**config.mk**
```make
export PLATFORM = sky130hd
export DESIGN_NAME = uart_core_flat
export DESIGN_NICKNAME = d
export VERILOG_FILES = /design/src/rtl/uart_pkg.sv /design/src/rtl/uart_if.sv /design/src/rtl/uart_os_tick.sv /design/src/rtl/uart_core.sv /design/src/flat_wrapper.sv
export SDC_FILE = /design/constraint.sdc
export NUM_CORES = 1
export LEC_CHECK = 0
export ABC_AREA = 1
export CORE_ASPECT_RATIO = 0.5
export CORE_MARGIN = 5
export CORE_UTILIZATION = 52
export DETAILED_ROUTE_END_ITERATION = 8
export PLACE_DENSITY = 0.87
export RECOVER_POWER = 50
export SLEW_MARGIN = 20
export SYNTH_ARGS = -nofsm -noshare
export SYNTH_HDL_FRONTEND = slang
export SYNTH_SLANG_ARGS = --single-unit
```
**constraint.sdc**
```tcl
create_clock -name clk -period 1.9 [get_ports clk]
set_input_delay 0.38 -clock clk [delete_from_list [all_inputs] [get_ports clk]]
set_output_delay 0.38 -clock clk [all_outputs]
set_load 0.05 [all_outputs]
```
**src/rtl/uart_pkg.sv**
```systemverilog
// Shared UART definitions: oversampling constants and the TX/RX state encodings.
package uart_pkg;

    localparam int OVERSAMPLE = 16;
    localparam int MID_SAMPLE = 8;

    typedef enum logic [2:0] {
        TX_IDLE,
        TX_START,
        TX_DATA,
        TX_PARITY,
        TX_STOP
    } tx_state_t;

    typedef enum logic [2:0] {
        RX_IDLE,
        RX_START,
        RX_DATA,
        RX_PARITY,
        RX_STOP
    } rx_state_t;

endpackage

```
**src/rtl/uart_if.sv**
```systemverilog
// UART user-side bundle: TX word handshake, RX word/flags and the two serial lines.
interface uart_if #(
    parameter int DATA_BITS = 8
);

    logic [DATA_BITS-1:0] tx_data;
    logic                 tx_valid;
    logic                 tx_ready;
    logic                 tx;
    logic                 rx;
    logic [DATA_BITS-1:0] rx_data;
    logic                 rx_valid;
    logic                 rx_parity_err;
    logic                 rx_frame_err;

    modport master (
        output tx_data, tx_valid, rx,
        input  tx_ready, tx, rx_data, rx_valid, rx_parity_err, rx_frame_err
    );

    modport slave (
        input  tx_data, tx_valid, rx,
        output tx_ready, tx, rx_data, rx_valid, rx_parity_err, rx_frame_err
    );

endinterface

```
**src/rtl/uart_os_tick.sv**
```systemverilog
// Free-running 16x oversample tick: one-clk pulse every OS_DIV clocks, shared by TX and RX.
module uart_os_tick #(
    parameter int OS_DIV = 651
) (
    input  logic clk,
    input  logic reset,
    output logic tick
);

    localparam int CW = (OS_DIV > 2) ? $clog2(OS_DIV) : 1;

    logic [CW-1:0] count;

    assign tick = (count == CW'(OS_DIV - 1));

    always_ff @(posedge clk or posedge reset) begin
        if (reset) begin
            count <= '0;
        end else if (tick) begin
            count <= '0;
        end else begin
            count <= count + CW'(1);
        end
    end

endmodule

```
**src/rtl/uart_core.sv**
```systemverilog
// Full-duplex UART: independent TX and RX state machines paced by a common oversample tick.
module uart_core
    import uart_pkg::*;
#(
    parameter int OS_DIV     = 651,
    parameter int DATA_BITS  = 8,
    parameter int PARITY_EN  = 0,
    parameter int PARITY_ODD = 0,
    parameter int STOP_BITS  = 1
) (
    input logic  clk,
    input logic  reset,
    uart_if.slave bus
);

    generate
        if (OS_DIV < 2 || DATA_BITS < 5 || DATA_BITS > 8 || STOP_BITS < 1 || STOP_BITS > 2 ||
            PARITY_EN < 0 || PARITY_EN > 1 || PARITY_ODD < 0 || PARITY_ODD > 1) begin : g_bad_param
            $error("uart_core: illegal parameter value");
        end
    endgenerate

    localparam logic ODD        = (PARITY_ODD != 0);
    localparam logic HAS_PARITY = (PARITY_EN != 0);
    localparam int   STOP_TICKS = STOP_BITS * OVERSAMPLE;

    logic tick;

    uart_os_tick #(.OS_DIV(OS_DIV)) u_tick (
        .clk   (clk),
        .reset (reset),
        .tick  (tick)
    );

    tx_state_t            tx_state;
    logic [DATA_BITS-1:0] tx_shift;
    logic                 tx_par;
    logic [4:0]           tx_ticks;
    logic [4:0]           tx_last;
    logic [2:0]           tx_bit;

    assign bus.tx_ready = (tx_state == TX_IDLE);
    assign tx_last      = (tx_state == TX_STOP) ? 5'(STOP_TICKS - 1) : 5'(OVERSAMPLE - 1);

    // Each bit ends on the tick that completes its tick budget; the next bit is driven on that edge.
    always_ff @(posedge clk or posedge reset) begin
        if (reset) begin
            tx_state <= TX_IDLE;
            tx_shift <= '0;
            tx_par   <= 1'b0;
            tx_ticks <= '0;
            tx_bit   <= '0;
            bus.tx   <= 1'b1;
        end else if (tx_state == TX_IDLE) begin
            if (bus.tx_valid) begin
                tx_shift <= bus.tx_data;
                tx_par   <= (^bus.tx_data) ^ ODD;
                tx_ticks <= '0;
                tx_state <= TX_START;
                bus.tx   <= 1'b0;
            end
        end else if (tick) begin
            if (tx_ticks != tx_last) begin
                tx_ticks <= tx_ticks + 5'd1;
            end else begin
                tx_ticks <= '0;
                unique case (tx_state)
                    TX_START: begin
                        tx_state <= TX_DATA;
                        tx_bit   <= '0;
                        bus.tx   <= tx_shift[0];
                        tx_shift <= tx_shift >> 1;
                    end
                    TX_DATA: begin
                        if (tx_bit == 3'(DATA_BITS - 1)) begin
                            tx_state <= HAS_PARITY ? TX_PARITY : TX_STOP;
                            bus.tx   <= HAS_PARITY ? tx_par : 1'b1;
                        end else begin
                            tx_bit   <= tx_bit + 3'd1;
                            bus.tx   <= tx_shift[0];
                            tx_shift <= tx_shift >> 1;
                        end
                    end
                    TX_PARITY: begin
                        tx_state <= TX_STOP;
                        bus.tx   <= 1'b1;
                    end
                    default: begin
                        tx_state <= TX_IDLE;
                        bus.tx   <= 1'b1;
                    end
                endcase
            end
        end
    end

    logic [1:0]           rx_sync;
    logic                 rx_s;
    rx_state_t            rx_state;
    logic [DATA_BITS-1:0] rx_shift;
    logic                 rx_par_bit;
    logic [3:0]           rx_ticks;
    logic [2:0]           rx_bit;
    logic                 rx_full;
    logic                 wait_high;

    assign rx_s    = rx_sync[1];
    assign rx_full = (rx_ticks == 4'(OVERSAMPLE - 1));

    always_ff @(posedge clk or posedge reset) begin
        if (reset) begin
            rx_sync <= 2'b11;
        end else begin
            rx_sync <= {rx_sync[0], bus.rx};
        end
    end

    // After a low stop bit (including a break) the line must return high before a new start is accepted.
    always_ff @(posedge clk or posedge reset) begin
        if (reset) begin
            rx_state          <= RX_IDLE;
            rx_shift          <= '0;
            rx_par_bit        <= 1'b0;
            rx_ticks          <= '0;
            rx_bit            <= '0;
            wait_high         <= 1'b0;
            bus.rx_data       <= '0;
            bus.rx_valid      <= 1'b0;
            bus.rx_parity_err <= 1'b0;
            bus.rx_frame_err  <= 1'b0;
        end else begin
            bus.rx_valid <= 1'b0;
            if (tick) begin
                unique case (rx_state)
                    RX_IDLE: begin
                        if (wait_high) begin
                            if (rx_s) wait_high <= 1'b0;
                        end else if (!rx_s) begin
                            rx_state <= RX_START;
                            rx_ticks <= '0;
                        end
                    end
                    RX_START: begin
                        if (rx_ticks == 4'(MID_SAMPLE - 1)) begin
                            rx_ticks <= '0;
                            rx_bit   <= '0;
                            rx_state <= rx_s ? RX_IDLE : RX_DATA;
                        end else begin
                            rx_ticks <= rx_ticks + 4'd1;
                        end
                    end
                    RX_DATA: begin
                        if (rx_full) begin
                            rx_ticks <= '0;
                            rx_shift <= {rx_s, rx_shift[DATA_BITS-1:1]};
                            rx_bit   <= rx_bit + 3'd1;
                            if (rx_bit == 3'(DATA_BITS - 1)) begin
                                rx_state <= HAS_PARITY ? RX_PARITY : RX_STOP;
                            end
                        end else begin
                            rx_ticks <= rx_ticks + 4'd1;
                        end
                    end
                    RX_PARITY: begin
                        if (rx_full) begin
                            rx_ticks   <= '0;
                            rx_par_bit <= rx_s;
                            rx_state   <= RX_STOP;
                        end else begin
                            rx_ticks <= rx_ticks + 4'd1;
                        end
                    end
                    default: begin
                        if (rx_full) begin
                            rx_ticks          <= '0;
                            bus.rx_data       <= rx_shift;
                            bus.rx_parity_err <= HAS_PARITY & ((^rx_shift) ^ ODD ^ rx_par_bit);
                            bus.rx_frame_err  <= !rx_s;
                            wait_high         <= !rx_s;
                            bus.rx_valid      <= 1'b1;
                            rx_state          <= RX_IDLE;
                        end else begin
                            rx_ticks <= rx_ticks + 4'd1;
                        end
                    end
                endcase
            end
        end
    end

endmodule

```
**src/flat_wrapper.sv**
```systemverilog
// flat-port wrapper written by rule: the top's interface ports become plain ports
module uart_core_flat import uart_pkg::*;
#(
    parameter int OS_DIV     = 651,
    parameter int DATA_BITS  = 8,
    parameter int PARITY_EN  = 0,
    parameter int PARITY_ODD = 0,
    parameter int STOP_BITS  = 1
)
  (clk, reset, bus_tx_data, bus_tx_valid, bus_rx, bus_tx_ready, bus_tx, bus_rx_data, bus_rx_valid, bus_rx_parity_err, bus_rx_frame_err);
  uart_if #(.DATA_BITS(DATA_BITS)) bus_i ();
  input logic clk;
  input logic reset;
  input wire logic [$bits(bus_i.tx_data)-1:0] bus_tx_data;
  input wire logic [$bits(bus_i.tx_valid)-1:0] bus_tx_valid;
  input wire logic [$bits(bus_i.rx)-1:0] bus_rx;
  output wire logic [$bits(bus_i.tx_ready)-1:0] bus_tx_ready;
  output wire logic [$bits(bus_i.tx)-1:0] bus_tx;
  output wire logic [$bits(bus_i.rx_data)-1:0] bus_rx_data;
  output wire logic [$bits(bus_i.rx_valid)-1:0] bus_rx_valid;
  output wire logic [$bits(bus_i.rx_parity_err)-1:0] bus_rx_parity_err;
  output wire logic [$bits(bus_i.rx_frame_err)-1:0] bus_rx_frame_err;
  assign bus_i.tx_data = bus_tx_data;
  assign bus_i.tx_valid = bus_tx_valid;
  assign bus_i.rx = bus_rx;
  assign bus_tx_ready = bus_i.tx_ready;
  assign bus_tx = bus_i.tx;
  assign bus_rx_data = bus_i.rx_data;
  assign bus_rx_valid = bus_i.rx_valid;
  assign bus_rx_parity_err = bus_i.rx_parity_err;
  assign bus_rx_frame_err = bus_i.rx_frame_err;
  uart_core #(.OS_DIV(OS_DIV), .DATA_BITS(DATA_BITS), .PARITY_EN(PARITY_EN), .PARITY_ODD(PARITY_ODD), .STOP_BITS(STOP_BITS)) u_core (.clk(clk), .reset(reset), .bus(bus_i));
endmodule
```
# Word level (Yosys, flattened, before mapping)
# Index checks and enable logic that the tools add are counted.
classes:
  addsub: 5
  mux: 49
  n_reduce_logical: 22
  eq_ne: 23
  n_bitwise: 4
op_table:
  columns: ["operator", "count"]
  rows:
  - ["2-to-1 mux 3 bit", 15]
  - ["2-to-1 mux 8 bit", 5]
  - ["2-to-1 mux 5 bit", 4]
  - ["2-to-1 mux 4 bit", 4]
  - ["case mux 8 bit (2 select lines)", 1]
  - ["AND reduction 3 bit", 5]
  - ["equality test 3 x 2 -> 1 bit, second input constant", 4]
  - ["case mux 3 bit (2 select lines)", 2]
  - ["case mux 3 bit (4 select lines)", 1]
  - ["2-to-1 mux 1 bit", 11]
  - ["adder 10 x 1 -> 10 bit, second input constant", 1]
  - ["equality test 10 bit, second input constant", 1]
  - ["2-to-1 mux 10 bit", 1]
  - ["!= test 2 bit, second input constant", 5]
  - ["AND reduction 5 bit", 2]
  - ["case mux 3 bit (3 select lines)", 1]
  - ["!= test 2 x 1 -> 1 bit, second input constant", 4]
  - ["case mux 4 bit (2 select lines)", 1]
  - ["AND reduction 4 bit", 2]
  - ["AND reduction 8 bit", 1]
  - ["nonzero test 2 bit", 4]
  - ["adder 3 x 1 -> 3 bit, second input constant", 2]
  - ["equality test 3 x 1 -> 1 bit, second input constant", 2]
  - ["equality test 3 bit, second input constant", 2]
  - ["16 further kinds", 22]
totals:
  ff_bits: 61
  out_inout_bits: 13
  inputBits: 12

# Depth between registers and ports, before layout
# Gate-level depths: netlist of run 1.
logic_depth:
  depth_word: 6
  ltp_mapped: 10
  mapped_depth_nobuf: 10

# By module
# Synthesis of run 1 repeated with hierarchy kept, for this count alone.
hier_totals:
  cells_unflattened: 373
  area_unflattened_um2: 3144.3
modules_own_cells:
  columns: ["module", "cells_each", "area_per_inst_um2", "instances"]
  rows:
  - ["uart_core", 310, 2621.3, 1]
  - ["uart_os_tick", 63, 523.0, 1]

# Worst setup path before layout of run 1
# No wires, ideal clock.
synth_timing:
  kind: "register to register"
  from: "register u_core.tx_bit[0]"
  to: "register u_core.tx_shift[0]"
  arrival_time_ns: 1.400
  path_stages_with_launch: 8
  path_slack_ns: 0.383
  n_path_buf: 0
  path_cell_list: "dfrtp_1 > ha_1 > ha_1 > nand3b_1 > o21ai_2 > nand3_4 > nand2_1 > nand2_1"
synth_via:
  elab_chain_cells: 3
synth_rtl:
  columns: ["element", "line_no", "source"]
  rows:
  - ["start: declaration", "uart_core.sv:40", "logic [2:0] tx_bit;"]
  - ["start signal: assignment", "uart_core.sv:79", "tx_bit <= tx_bit + 3'd1;"]
  - ["equality test 3 bit", "uart_core.sv:75", "if (tx_bit == 3'(DATA_BITS - 1)) begin"]
  - ["!= test 3 bit (no source line)", null, null]
  - ["AND reduction 5 bit (no source line)", null, null]
  - ["end signal: assignment", "uart_core.sv:56", "tx_shift <= bus.tx_data;"]
  - ["end signal: assignment", "uart_core.sv:72", "tx_shift <= tx_shift >> 1;"]
  - ["end signal: assignment", "uart_core.sv:81", "tx_shift <= tx_shift >> 1;"]
  - ["end: declaration", "uart_core.sv:36", "logic [DATA_BITS-1:0] tx_shift;"]
# No other way between the ends.
# A chain may end at the register's enable or synchronous reset.

# Final worst setup path of run 1
layout_timing:
  from: "register u_core.bus.rx_data[6]"
  to: "output bus_rx_data[6]"
layout_lines:
  columns: ["element", "line_no", "source"]
  rows:
  - ["start: declaration", "uart_if.sv:23", "output tx_ready, tx, rx_data, rx_valid, rx_parity_err, rx_frame_err"]
  - ["start signal: assignment", "uart_core.sv:176", "bus.rx_data <= rx_shift;"]
  - ["end: declaration", "flat_wrapper.sv:19", "output wire logic [$bits(bus_i.rx_data)-1:0] bus_rx_data;"]
# No word-level cell between the ends.

==> results.json, run 1 <==
{
  "place_inst": 489,
  "dieArea_sq_um": 7790,
  "cp_num_cells": 1,
  "grt_pass1_vias": 2739,
  "cts_root_buffer": "clkbuf_16",
  "path_cells": "clkdlybuf4s50_1",
  "drt_first_pass_iters": 6,
  "setup_tns_ns": 0,
  "synth_area_leaders": "dfrtp_1 (46%), nand2_1 (18%), nor2_1 (4.3%)",
  "syn_avg_cell_area_sq_um": 8.07,
  "vias": 2732,
  "synth_compound_area_share_pct": 3.90,
  "finalPower_mw": 3.27,
  "drt_iter0_markers": 292,
  "p_clk_share_pct": 58.3,
  "synth_cells": 389,
  "p_sw_share_pct": 18.3,
  "cpMaxStageDelayCell": "clkdlybuf4s50_1",
  "cts.clk_slew.worst_paths_ns": 0.05,
  "crit_path_max_incr_delay_ns": 0.80,
  "rrSetupSlack_ns": 0.13,
  "multiInputGateArea_sq_um": 1450,
  "cts-htree-levels": 3,
  "die_w_um": 120,
  "io_buffers": 23,
  "cp-start-kind": "register",
  "fp.coreArea_sq_um": 5960,
  "p_leak_nw": 2.13,
  "stdcell_count": 507,
  "ant_nets": 0,
  "register_area_sq_um": 1530,
  "crit_arrival_ns": 1.48,
  "start_util_pct": 52.7,
  "max-cap-violations": 0,
  "grt-ovfl-total": 0,
  "layout-drive-gt1-share_pct": 14.0,
  "synthAdderAreaFrac_pct": 3.19,
  "yosys_warnings": 0,
  "combPwrFrac_pct": 1.7,
  "cts_buffer_depth": 2,
  "io-pin-count": 25,
  "setup_ws_ns": 0.0380,
  "r2r_cells": 9,
  "yosysSeqAreaShare_pct": 48.7,
  "crit_end": "bus_rx_data[6]",
  "yosys-mux-area-fraction_pct": 0,
  "yosysTopAreaCellShare_pct": 46.2,
  "r2r-start": "u_core.u_tick.count[0]",
  "power_frac_seq_pct": 39.9,
  "min_period_ns": 1.86,
  "dp_hpwl_mm": 4.62,
  "track_usage_pct": 20.4,
  "startpoint": "u_core.bus.rx_data[6]",
  "cp_top_family": "buffers and inverters",
  "cp.required_ns": 1.52,
  "period_share_pct": 98.0,
  "peakVddDrop_v": 0.000412,
  "yosysTopAreaCell": "dfrtp_1",
  "intPower_mw": 2.68,
  "fillers": 447,
  "crit_buf_inv": 1,
  "post_drt_wl_per_cell_um": 14.4,
  "r2r_end": "u_core.tx_ticks[0]",
  "postRouteWirelength_mm": 7.31,
  "synth_seq_cells": 61,
  "clkSinkCount": 61,
  "synthSimpleGateAreaFrac_pct": 37.5,
  "path_max_fanout": 2,
  "grt_pass1_wl_mm": 12.6,
  "antenna_found_initial": 0,
  "syn2layout_area_growth_pct": 22.0,
  "worst_pin_slew_ns": 0.553,
  "finalSetupViolCount": 0,
  "synth_top_family_by_area": "simple AND/OR/NAND/NOR gates",
  "status": "completed",
  "num-nets-final": 445,
  "viasPerCell": 5.39,
  "antenna_cells": 0,
  "slew_headroom_pct": 63.1,
  "syn_area_sq_um": 3140,
  "fmax_mhz": 537,
  "cts_tree": "yes",
  "clock_skew_ns": 0.00941,
  "slew_viol_final": 0,
  "gp_congestion": 0.888,
  "pwr_density_cell_nw_per_um2": 854,
  "end_kind": "primary output",
  "synth_nets": 409,
  "hold_viol_final": 0,
  "power.switching_uw": 598,
  "std_cell_rows": 20,
  "hold_class": "register to register",
  "synthXorXnorAreaFrac_pct": 1.39,
  "grt_max_degree": 21,
  "fp.dieH_um": 65.0,
  "cts_inserted_buffers": 9,
  "postCtsHoldBufs": 0,
  "dp_slack_ns": 0.215,
  "drc": 0,
  "clock_latency_ns": 0.33,
  "path_class": "register to primary output",
  "rsz0062_at_grt": "no",
  "ys_types": 34
}
-- cell families (layout without fill, tap and decap cells) --
| group | count (synthesis) | after routing |
|---|---|---|
| adder cells (fa/ha/maj) | 8 | 8 |
| AO/OA/AOI/OAI | 21 | 21 |
| AND/OR/NAND/NOR | 256 | 256 |
| flip-flops | 61 | 61 |
| other | 1 | 1 |
| buffers and inverters | 37 | 78 |
| XOR/XNOR | 5 | 5 |
-- layout make-up --
type / instances / area share (%)
clock buffers: 12 / 6.69
clock inverters: 4 / 2.48
inverters: 33 / 3.27
multi-input cells: 291 / 37.8
flip-flops and latches: 61 / 39.9
well taps: 77 / 2.51
repair buffers: 29 / 7.35
-- Yosys cell counts, drive strengths merged --
cell type and n:
a21oi 6, xor2 5, a211oi 1, nand3 26, nor4 1, o21ai 14, ha 8, buf 4
dfstp 3, conb 1, nand3b 3, dfrtp 58, clkinv 1, nand4 16, nand2 161, inv 32
or2 1, nor3 7, nor2 41
-- through the flow --
stage | hold WS [ns] | utilization, % | cell area, sq um
5_1_grt | 0.358 | 64.3 | 3830
4_1_cts | 0.355 | 64.5 | 3840
2_1_floorplan | 0.345 | - | 3140
3_3_place_gp | 0.346 | 58.6 | 3490
6_report | 0.354 | 64.3 | 3830
3_5_place_dp | 0.347 | 58.6 | 3490
-- how the worst min path moves through the flow --
stage | startpoint | to | slack (ns) | cells after the start
4_1_cts | u_core.rx_sync[0] | u_core.rx_sync[1] | 0.35 | 0
6_report | u_core.rx_sync[0] | u_core.rx_sync[1] | 0.35 | 0
3_3_place_gp | u_core.rx_sync[0] | u_core.rx_sync[1] | 0.35 | 0
5_1_grt | u_core.rx_sync[0] | u_core.rx_sync[1] | 0.36 | 0
3_5_place_dp | u_core.rx_sync[0] | u_core.rx_sync[1] | 0.35 | 0
2_1_floorplan | u_core.rx_sync[0] | u_core.rx_sync[1] | 0.35 | 0
-- power by group through the flow --
stage	sequential (mW)	clock (mW)	combinational, mW
finish	1.31	1.91	0.0572
global route	1.31	1.99	0.0649
CTS	1.31	1.92	0.0693
detailed placement	1.33	0	0.0688
global placement	1.33	0	0.0674
floorplan	1.33	0	0.0278
-- cells in the final DEF (no fill, tap or decap), drive strengths merged --
cell type,count
a211oi,1
nand3,26
ha,8
nor4,1
a21oi,6
bufinv,3
nor3,7
nor2,41
clkbuf,15
nand2,161
dlygate4sd3,2
nand3b,3
dfstp,3
clkinv,2
buf,6
inv,32
dlymetal6s2s,4
clkdlybuf4s50,14
o21ai,14
xor2,5
nand4,16
or2,1
conb,1
dfrtp,58
-- per-layer routing --
layer / part of all wire [%] / global-route usage, %
met4: 1.9 / 8.84
met1: 42 / 23.2
met2: 51 / 36.3
met3: 5.6 / 5.49
met5: 0 / 0
-- worst register-to-register path: cells and delay by family, from the launching register on --
kind | cells | cell delay (ns)
AND/OR/NAND/NOR | 5 | 0.69
flip-flops | 1 | 0.45
buffers and inverters | 2 | 0.28
adder cells (fa/ha/maj) | 1 | 0.18
AO/OA/AOI/OAI | 1 | 0.09
-- sequential cells by signal, indices dropped and copies added (netlist names) --
name	count
u_core.tx_shift	8
u_core.tx_state	3
u_core.rx_sync	2
u_core.wait_high	1
u_core.rx_ticks	4
u_core.u_tick.count	10
u_core.tx_bit	3
u_core.bus.rx_frame_err	1
u_core.rx_state	3
u_core.tx_ticks	5
u_core.bus.tx	1
u_core.bus.rx_valid	1
u_core.rx_shift	8
u_core.rx_bit	3
u_core.bus.rx_data	8
-- timing repair --
item	CTS	global route
buffers inserted	0	2
setup endpoints to repair	0	12
resized for setup	0	4
endpoints found under the hold margin	0	0
(Power assumes the default switching activity.)
==> inputs of run 2 (changes only) <==
--- a/config.mk
+++ b/config.mk
@@ -6,12 +6,14 @@
 export NUM_CORES = 1
 export LEC_CHECK = 0
 export ABC_AREA = 1
+export ABC_CLOCK_PERIOD_IN_PS = 1900
 export CORE_ASPECT_RATIO = 0.5
 export CORE_MARGIN = 5
 export CORE_UTILIZATION = 52
 export DETAILED_ROUTE_END_ITERATION = 8
-export PLACE_DENSITY = 0.87
+export PLACE_DENSITY = 0.79
 export RECOVER_POWER = 50
+export SETUP_SLACK_MARGIN = 0.5
 export SLEW_MARGIN = 20
 export SYNTH_ARGS = -nofsm -noshare
 export SYNTH_HDL_FRONTEND = slang
==> run 2 against run 1 <==
  * Sequential share of layout area is 6.1 points lower
  * Via count rose by 22%
  * Utilization up 12 points
  * Cell area is 19% higher
  * Combinational power increased by 4.2%
  * Largest cell class is now multi-input combinational cells
  * Worst setup slack gained 0.042 ns
  * Clock skew up 0.0012 ns
  * Hold slack gained 0.00089 ns
  * Sequential power about the same
==> results.json, run 2 (same netlist as run 1, synthesis figures left out) <==
{
  "drt_first_pass_iters": 5,
  "cts.clk_slew.worst_paths_ns": 0.06,
  "cts_tree": "yes",
  "dieArea_sq_um": 7790,
  "grt_pass1_wl_mm": 14.4,
  "std_cell_rows": 20,
  "postRouteWirelength_mm": 11.4,
  "cp.required_ns": 2.13,
  "hold_class": "register to register",
  "path_cells": "inv_2, nand2_2, nor3_4, buf_4, buf_4, nand4_1, o21ai_0",
  "period_share_pct": 95.8,
  "postLayoutCoreUtil_pct": 76.3,
  "cts-htree-levels": 3,
  "crit_path_max_incr_delay_ns": 0.45,
  "crit_arrival_ns": 2.05,
  "antenna_cells": 0,
  "worst_path_most_repeated_cell": "buf_4",
  "end_kind": "register",
  "die_w_um": 120,
  "viasPerCell": 6.04,
  "gp_congestion": 0.858,
  "stdcell_count": 553,
  "worst_pin_slew_ns": 0.815,
  "status": "completed",
  "rsz0062_at_grt": "yes",
  "clock_skew_ns": 0.0106,
  "drc": 0,
  "path_class": "register to register",
  "post_drt_wl_per_cell_um": 20.6,
  "grt-ovfl-total": 0,
  "cp-start-kind": "register",
  "io_buffers": 23,
  "peakVddDrop_v": 0.000325,
  "ant_nets": 0,
  "layout-drive-gt1-share_pct": 38.7,
  "grt_pass1_vias": 3045,
  "postCtsHoldBufs": 0,
  "largest_register_ffs": 10,
  "slew_headroom_pct": 45.7,
  "antenna_found_initial": 0,
  "track_usage_pct": 24.0,
  "layout_common_cells": "nand2_1 (114), dfrtp_1 (53), buf_4 (41), nand2_2 (33), nor2_1 (26)",
  "cts_inserted_buffers": 9,
  "setup_tns_ns": 0,
  "fp.dieH_um": 65.0,
  "fp.coreArea_sq_um": 5960,
  "hold_slack_ns": 0.355,
  "hold_viol_final": 0,
  "top_register": "u_core.u_tick.count",
  "pwr_density_cell_nw_per_um2": 680,
  "cts_root_buffer": "clkbuf_16",
  "slew_viol_final": 0,
  "place_inst": 487,
  "num-nets-final": 491,
  "grt_max_degree": 62,
  "finalPower_mw": 3.09,
  "clkSinkCount": 61,
  "finalSetupViolCount": 0,
  "cpMaxStageDelayCell": "dfrtp_1",
  "path_max_fanout": 4,
  "clock_latency_ns": 0.34,
  "mostFrequentLayoutCell": "nand2_1",
  "min_period_ns": 1.82,
  "syn2layout_area_growth_pct": 44.7,
  "start_util_pct": 52.7,
  "cts_buffer_depth": 2,
  "drt_iter0_markers": 460,
  "p_leak_nw": 2.34,
  "fmax_mhz": 549,
  "max-cap-violations": 0,
  "vias": 3339,
  "dp_hpwl_mm": 4.35,
  "io-pin-count": 25
}
-- run 2: changes by cell type in the layout (fill, tap and decap cells not counted), moves of 6 or more --
cell,change
buf_4,+36
nand2_4,+9
buf_6,+6
nor2_4,+8
nand2_2,+25
nand2_1,-36
nor2_1,-10
buf_2,+6
inv_1,-7
-- run 2: area by class of cell --
cell class / instances / area [sq um]
clock buffers: 13 / 270
clock inverters: 3 / 42.5
fillers: 321 / 1410
inverters: 33 / 154
multi-input cells: 293 / 1840
flip-flops and latches: 61 / 1540
well taps: 77 / 96.3
repair buffers: 73 / 604
-- run 2: layer usage --
layer	part of all wire [%]	vias to the layer above	GRT usage [%]
li1	-	1414	-
met1	37	1552	27.3
met2	44	274	40.9
met3	10	99	7.24
met4	8.5	0	13.7
met5	0	-	0
-- run 2: worst paths after layout --
kind	to	slack, ns	from	cells past startpoint
max	u_core.bus.tx	0.08	u_core.u_tick.count[5]	7
min in group asynchronous	u_core.tx_state[1]	0.81	reset	3
min reg2reg	u_core.rx_sync[1]	0.36	u_core.rx_sync[0]	0
max reg2reg	u_core.bus.tx	0.08	u_core.u_tick.count[5]	7
min	u_core.rx_sync[1]	0.36	u_core.rx_sync[0]	0
max in group asynchronous	u_core.u_tick.count[2]	0.51	reset	3
-- run 2: repair_timing --
action | CTS | global route
gates cloned | 2 | 0
pin swaps | 20 | 28
hold endpoints to repair | 0 | 0
gates resized for setup | 104 | 61
setup buffers | 31 | 17
setup endpoints to repair | 60 | 61
-- run 2: stage by stage --
stage                     area, sq um  worst slack (ns)
after floorplan                  3160             0.420
after global placement           3480             0.268
after detailed placement         3480             0.218
after CTS                        4250             0.289
after global routing             4550            0.0811
final                            4550            0.0796
-- run 2: report_power, final --
| part | switching [mW] | total (mW) | internal, mW | leakage (nW) |
|---|---|---|---|---|
| combinational | 0.0377 | 0.0596 | 0.0219 | 1.38 |
| clock | 0.603 | 1.72 | 1.12 | 0.152 |
| sequential | 0.00184 | 1.31 | 1.30 | 0.809 |
-- run 2: worst max-delay path, delay by kind of cell, from the launching register on --
kind,cells,cell delay [ns]
flops,1,0.45
buf+inv,3,0.40
compound gates,1,0.33
simple gates,3,0.53
